### src/rtl/ieee754_division.sv
// IEEE-754 single-precision divider: Number1 / Number2, one restoring quotient bit per cycle.
// Latency: 26 cycles from accepted start to done on the normal path, 1 cycle for special operands.
// Backpressure: start is sampled only while idle (busy low); requests while busy are dropped.
// Ports: clk/rst_n clock and async active-low reset; start/Number1/Number2 request and operands;
//        busy/done status; Mantissa/Exponent/sign/div_by_zero registered result, held until next done.
module ieee754_division (
  input  logic        clk,
  input  logic        rst_n,
  input  logic        start,
  input  logic [31:0] Number1,
  input  logic [31:0] Number2,
  output logic        busy,
  output logic        done,
  output logic [22:0] Mantissa,
  output logic [7:0]  Exponent,
  output logic        sign,
  output logic        div_by_zero
);

  localparam logic [1:0] S_IDLE      = 2'd0;
  localparam logic [1:0] S_DIVIDE    = 2'd1;
  localparam logic [1:0] S_NORMALIZE = 2'd2;
  localparam logic [1:0] S_SPECIAL   = 2'd3;

  logic [1:0]  r_state;
  logic [31:0] r_n1;
  logic [31:0] r_n2;
  logic [24:0] r_rem;
  logic [24:0] r_q;
  logic [4:0]  r_cnt;
  logic        r_busy;
  logic        r_done;
  logic [22:0] r_mant;
  logic [7:0]  r_exp;
  logic        r_sign;
  logic        r_dbz;

  // Any zero (incl. flushed denormal), inf or NaN operand takes the special path.
  logic w_in_special;
  assign w_in_special = (Number1[30:23] == 8'h00) || (Number1[30:23] == 8'hFF) ||
                        (Number2[30:23] == 8'h00) || (Number2[30:23] == 8'hFF);

  // Classification of the latched operands for the SPECIAL result.
  logic w_a_zero, w_a_inf, w_a_nan, w_b_zero, w_b_inf, w_b_nan;
  assign w_a_zero = (r_n1[30:23] == 8'h00);
  assign w_a_inf  = (r_n1[30:23] == 8'hFF) && (r_n1[22:0] == 23'd0);
  assign w_a_nan  = (r_n1[30:23] == 8'hFF) && (r_n1[22:0] != 23'd0);
  assign w_b_zero = (r_n2[30:23] == 8'h00);
  assign w_b_inf  = (r_n2[30:23] == 8'hFF) && (r_n2[22:0] == 23'd0);
  assign w_b_nan  = (r_n2[30:23] == 8'hFF) && (r_n2[22:0] != 23'd0);

  logic [7:0]  w_sp_exp;
  logic [22:0] w_sp_mant;
  logic        w_sp_dbz;

  always_comb begin
    w_sp_exp  = 8'hFF;
    w_sp_mant = 23'h400000;
    w_sp_dbz  = 1'b0;
    if (w_a_nan || w_b_nan || (w_a_zero && w_b_zero) || (w_a_inf && w_b_inf)) begin
      w_sp_mant = 23'h400000;
    end else if (w_b_zero || w_a_inf) begin
      // Divide-by-zero flag only when the dividend is finite.
      w_sp_mant = 23'd0;
      w_sp_dbz  = w_b_zero && !w_a_inf;
    end else begin
      w_sp_exp  = 8'h00;
      w_sp_mant = 23'd0;
    end
  end

  // Restoring step: remainder stays below 2*B, so 25 bits suffice after the shift.
  logic [23:0] w_b;
  logic        w_ge;
  logic [24:0] w_diff;
  logic [24:0] w_rem_nxt;
  assign w_b       = {1'b1, r_n2[22:0]};
  assign w_ge      = (r_rem >= {1'b0, w_b});
  assign w_diff    = w_ge ? (r_rem - {1'b0, w_b}) : r_rem;
  assign w_rem_nxt = w_diff << 1;

  // Quotient lies in (0.5, 2): q[24] tells whether a one-bit left shift is needed.
  logic signed [9:0] w_e;
  logic signed [9:0] w_e_fin;
  assign w_e     = $signed({2'b00, r_n1[30:23]}) - $signed({2'b00, r_n2[30:23]}) + 10'sd127;
  assign w_e_fin = r_q[24] ? w_e : (w_e - 10'sd1);

  always_ff @(posedge clk or negedge rst_n) begin
    if (!rst_n) begin
      r_state <= S_IDLE;
      r_n1    <= 32'd0;
      r_n2    <= 32'd0;
      r_rem   <= 25'd0;
      r_q     <= 25'd0;
      r_cnt   <= 5'd0;
      r_busy  <= 1'b0;
      r_done  <= 1'b0;
      r_mant  <= 23'd0;
      r_exp   <= 8'd0;
      r_sign  <= 1'b0;
      r_dbz   <= 1'b0;
    end else begin
      r_done <= 1'b0;
      case (r_state)
        S_IDLE: begin
          if (start) begin
            r_n1    <= Number1;
            r_n2    <= Number2;
            r_rem   <= {2'b01, Number1[22:0]};
            r_q     <= 25'd0;
            r_cnt   <= 5'd0;
            r_busy  <= 1'b1;
            r_state <= w_in_special ? S_SPECIAL : S_DIVIDE;
          end
        end
        S_DIVIDE: begin
          r_q   <= {r_q[23:0], w_ge};
          r_rem <= w_rem_nxt;
          r_cnt <= r_cnt + 5'd1;
          if (r_cnt == 5'd24) begin
            r_state <= S_NORMALIZE;
          end
        end
        S_NORMALIZE: begin
          r_sign <= r_n1[31] ^ r_n2[31];
          r_dbz  <= 1'b0;
          if (w_e_fin >= 10'sd255) begin
            r_exp  <= 8'hFF;
            r_mant <= 23'd0;
          end else if (w_e_fin <= 10'sd0) begin
            r_exp  <= 8'h00;
            r_mant <= 23'd0;
          end else begin
            r_exp  <= w_e_fin[7:0];
            r_mant <= r_q[24] ? r_q[23:1] : r_q[22:0];
          end
          r_busy  <= 1'b0;
          r_done  <= 1'b1;
          r_state <= S_IDLE;
        end
        S_SPECIAL: begin
          r_sign  <= r_n1[31] ^ r_n2[31];
          r_exp   <= w_sp_exp;
          r_mant  <= w_sp_mant;
          r_dbz   <= w_sp_dbz;
          r_busy  <= 1'b0;
          r_done  <= 1'b1;
          r_state <= S_IDLE;
        end
        default: r_state <= S_IDLE;
      endcase
    end
  end

  assign busy        = r_busy;
  assign done        = r_done;
  assign Mantissa    = r_mant;
  assign Exponent    = r_exp;
  assign sign        = r_sign;
  assign div_by_zero = r_dbz;

endmodule

### config.mk
export PLATFORM = sky130hd
export DESIGN_NAME = ieee754_division
export DESIGN_NICKNAME = d
export VERILOG_FILES = /design/src/rtl/ieee754_division.sv
export SDC_FILE = /design/constraint.sdc
export NUM_CORES = 1
export LEC_CHECK = 0
export BUFFER_PORTS_ARGS = -buffer_cell sky130_fd_sc_hd__buf_2
export CELL_PAD_IN_SITES_DETAIL_PLACEMENT = 1
export CELL_PAD_IN_SITES_GLOBAL_PLACEMENT = 1
export CORE_ASPECT_RATIO = 1.2
export CORE_UTILIZATION = 35
export CTS_CLUSTER_SIZE = 20
export DETAILED_ROUTE_END_ITERATION = 7
export PLACE_DENSITY_LB_ADDON = 0.25
export SYNTH_ARGS = -nofsm -noshare
export SYNTH_HDL_FRONTEND = slang
export SYNTH_SLANG_ARGS = --single-unit
### constraint.sdc
create_clock -name clk -period 11.9 [get_ports clk]
set_input_delay 0.595 -clock clk [delete_from_list [all_inputs] [get_ports clk]]
set_output_delay 0.595 -clock clk [all_outputs]
set_load 0.02 [all_outputs]
==> impl_metrics.tcl <==
set metrics [dict create \
    p_leak_nw 4.52 \
    synth_ff_type "dfrtp_1" \
    clk_pin_slew_ns 0.07 \
    slew_violations 0 \
    final.min_clock_period_ns 4.27 \
    gp_congestion 0.809 \
    ys_seq_area_frac 0.443 \
    finalSetupTns_ns 0 \
    synthCells 848 \
    n_antenna_cell 0 \
    cts_buffers 17 \
    grt_start_max_net_pins 92 \
    cap_violations 0 \
    routed_wirelength_um 23200 \
    fp.dieH_um 176 \
    synth-seq-cells 156 \
    reg2reg_slack_ns 7.63 \
    h-tree-depth 4 \
    vdd_drop_max_v 0.000117 \
    yosys_warnings 0 \
    reg2reg_from "r_n1[23]$_DFFE_PN0P_" \
    crit_slowest_cell "fa_1" \
    setup_viol 0 \
    cp.required_ns 12.20 \
    clock-sinks 156 \
    final_common_cell "dfrtp_1" \
    fin_worst_skew_ns 0.0104 \
    antenna_found_initial 0 \
    synth_cell_types 72 \
    cts_hold_buf 0 \
    synth.net_count 952 \
    worstMarginPinSlew_ns 1.02 \
    fmax_ghz 0.234 \
    die_area_um2 25800 \
    clockRootBuffer "clkbuf_16" \
    drc 0 \
    post_cts_resized 0 \
    wl_per_cell_um 18.2 \
    async_flop_share 1.00 \
    reg2reg_to "Mantissa[22]$_DFFE_PN0N_" \
    slowest_delay_ns 0.53 \
    netlist_area_um2 8810 \
    io_buffers 101 \
    ios 102 \
    vias 6925 \
    dp_worst_setup_slack_ns 7.63 \
    utilization 0.415 \
    post_drt_via_cell_ratio 5.43 \
    grt-ovfl-total 0 \
    cp-end-kind "flop" \
    synth_edf_count 0 \
    critical_path_class "flop to flop" \
    crit_path_frequent_cell "ha_1" \
    start_util 0.357 \
    drt-pass1-iter-count 4 \
    hpwl_um 16700 \
    postSynthAreaPerCell_um2 10.4 \
    hp-class "input pin to asynchronous set/reset pin" \
    rr_worst_depth 13 \
    core.rowCount 63 \
    run_status "finished clean" \
    cts_buffer_depth 2 \
    finalPower_mw 3.69 \
    hold_violations 0 \
    worst_slack_ns 7.63 \
    final_cell_mix "dfrtp_1 (156), buf_2 (100), o21ai_0 (75)" \
    rsz0062_at_grt "no" \
    drive_gt1_frac 0.228 \
    postCtsSetupBuffers 0 \
    grtUsageTotal 0.192 \
    core_um2 24700 \
    relSlewSlack 0.323 \
    grt_pass1_wl_um 39200 \
    drtAntennaViolNets 0 \
    clk_latency_ns 0.44 \
    cp_max_fo 23 \
    fin_nets 1042 \
    p_per_area_nw_per_um2 361 \
    cts_tree "yes" \
    period_share 0.359 \
    dieWidth_um 147 \
    cp-start-kind "flop" \
    crit_chain "inv_1 -> ha_1 -> fa_1 -> ha_1 -> xor3_1 -> nand3_1 -> a211oi_1 -> o2111ai_1 -> a311oi_2 -> a22oi_1 -> o311ai_2 -> a211o_4 -> o21ai_1" \
    arrival_ns 4.58 \
    drtIter0Drc 260 \
    fillers 2766 \
    grt_pass1_vias 7435 \
    syn_to_final_growth_pct 16.2 \
]
## state kept, by name, summed over array words and instances, names as in the netlist
register and flops:
Mantissa 23, r_n1 32, r_cnt 5, r_state 2, done 1, r_n2 32, Exponent 8, sign 1
r_q 25, busy 1, r_rem 25, div_by_zero 1
## cells in the mapped netlist, drive strengths merged, types with 24 or more instances
library cell | count | area [um^2]
a22o | 25 | 219
a22oi | 24 | 180
o21ai | 78 | 394
inv | 54 | 203
a21oi | 33 | 173
mux2i | 46 | 460
nor2 | 31 | 116
clkbuf | 29 | 109
mux2 | 34 | 383
dfrtp | 156 | 3900
nand2 | 65 | 244
ha | 35 | 438
## metrics by stage
step	area (um^2)	std cells	hold WS [ns]
floorplan	8810	848	0.299
global placement	9650	1244	0.461
detailed placement	9650	1244	0.471
CTS	10200	1276	0.206
global route	10200	1276	0.245
finish	10200	1276	0.175
## layer usage
layer,vias to the layer above,global-route usage,routed length [um]
li1,3287,-,-
met4,0,0.0655,434
met2,95,0.350,12200
met3,25,0.0304,525
met5,-,0,0
met1,3518,0.229,10100
## area by class of cell
cell class / instances / area, um^2 / area share
Multi-Input combinational cell: 599 / 4550 / 0.445
Sequential cell: 156 / 3900 / 0.381
Timing Repair Buffer: 110 / 579 / 0.0566
Clock buffer: 18 / 429 / 0.0419
Tap cell: 325 / 407 / 0.0397
Inverter: 54 / 203 / 0.0198
Clock inverter: 14 / 159 / 0.0155
## worst max-delay path, delay by kind of cell, from the launching register on
family | cells | cell delay, ns
fa+ha+maj | 3 | 1.04
simple gates | 1 | 0.14
xor+xnor | 1 | 0.41
flops | 1 | 0.37
buf+inv | 1 | 0.07
compound gates | 7 | 2.11
## worst max path at each step
stage / startpoint / to / slack [ns] / cells past startpoint
after floorplan: r_n1[23]$_DFFE_PN0P_ / Mantissa[10]$_DFFE_PN0N_ / 8.12 / 14
after global placement: r_n1[23]$_DFFE_PN0P_ / Mantissa[0]$_DFFE_PN0N_ / 7.78 / 13
after detailed placement: r_n1[23]$_DFFE_PN0P_ / Mantissa[0]$_DFFE_PN0N_ / 7.63 / 13
after CTS: r_n1[23]$_DFFE_PN0P_ / Mantissa[0]$_DFFE_PN0N_ / 7.61 / 13
after global routing: r_n1[23]$_DFFE_PN0P_ / Mantissa[0]$_DFFE_PN0N_ / 7.27 / 13
final: r_n1[23]$_DFFE_PN0P_ / Mantissa[22]$_DFFE_PN0N_ / 7.63 / 13
## power breakdown
part	internal, mW	total [mW]	switching, mW
clock	0.314	0.554	0.240
sequential	0.742	0.914	0.172
combinational	0.915	2.22	1.31
## cell families (layout without fill, tap and decap cells)
group	Yosys count	count (layout)	synth area share
adder cells (fa/ha/maj)	37	37	0.0543
AO/OA/AOI/OAI	253	253	0.216
AND/OR/NAND/NOR	190	190	0.107
XOR/XNOR	39	39	0.0422
flip-flops	156	156	0.443
buffers and inverters	93	196	0.0416
multiplexers	80	80	0.0958
Note: power is estimated with default switching activity, not from simulation.
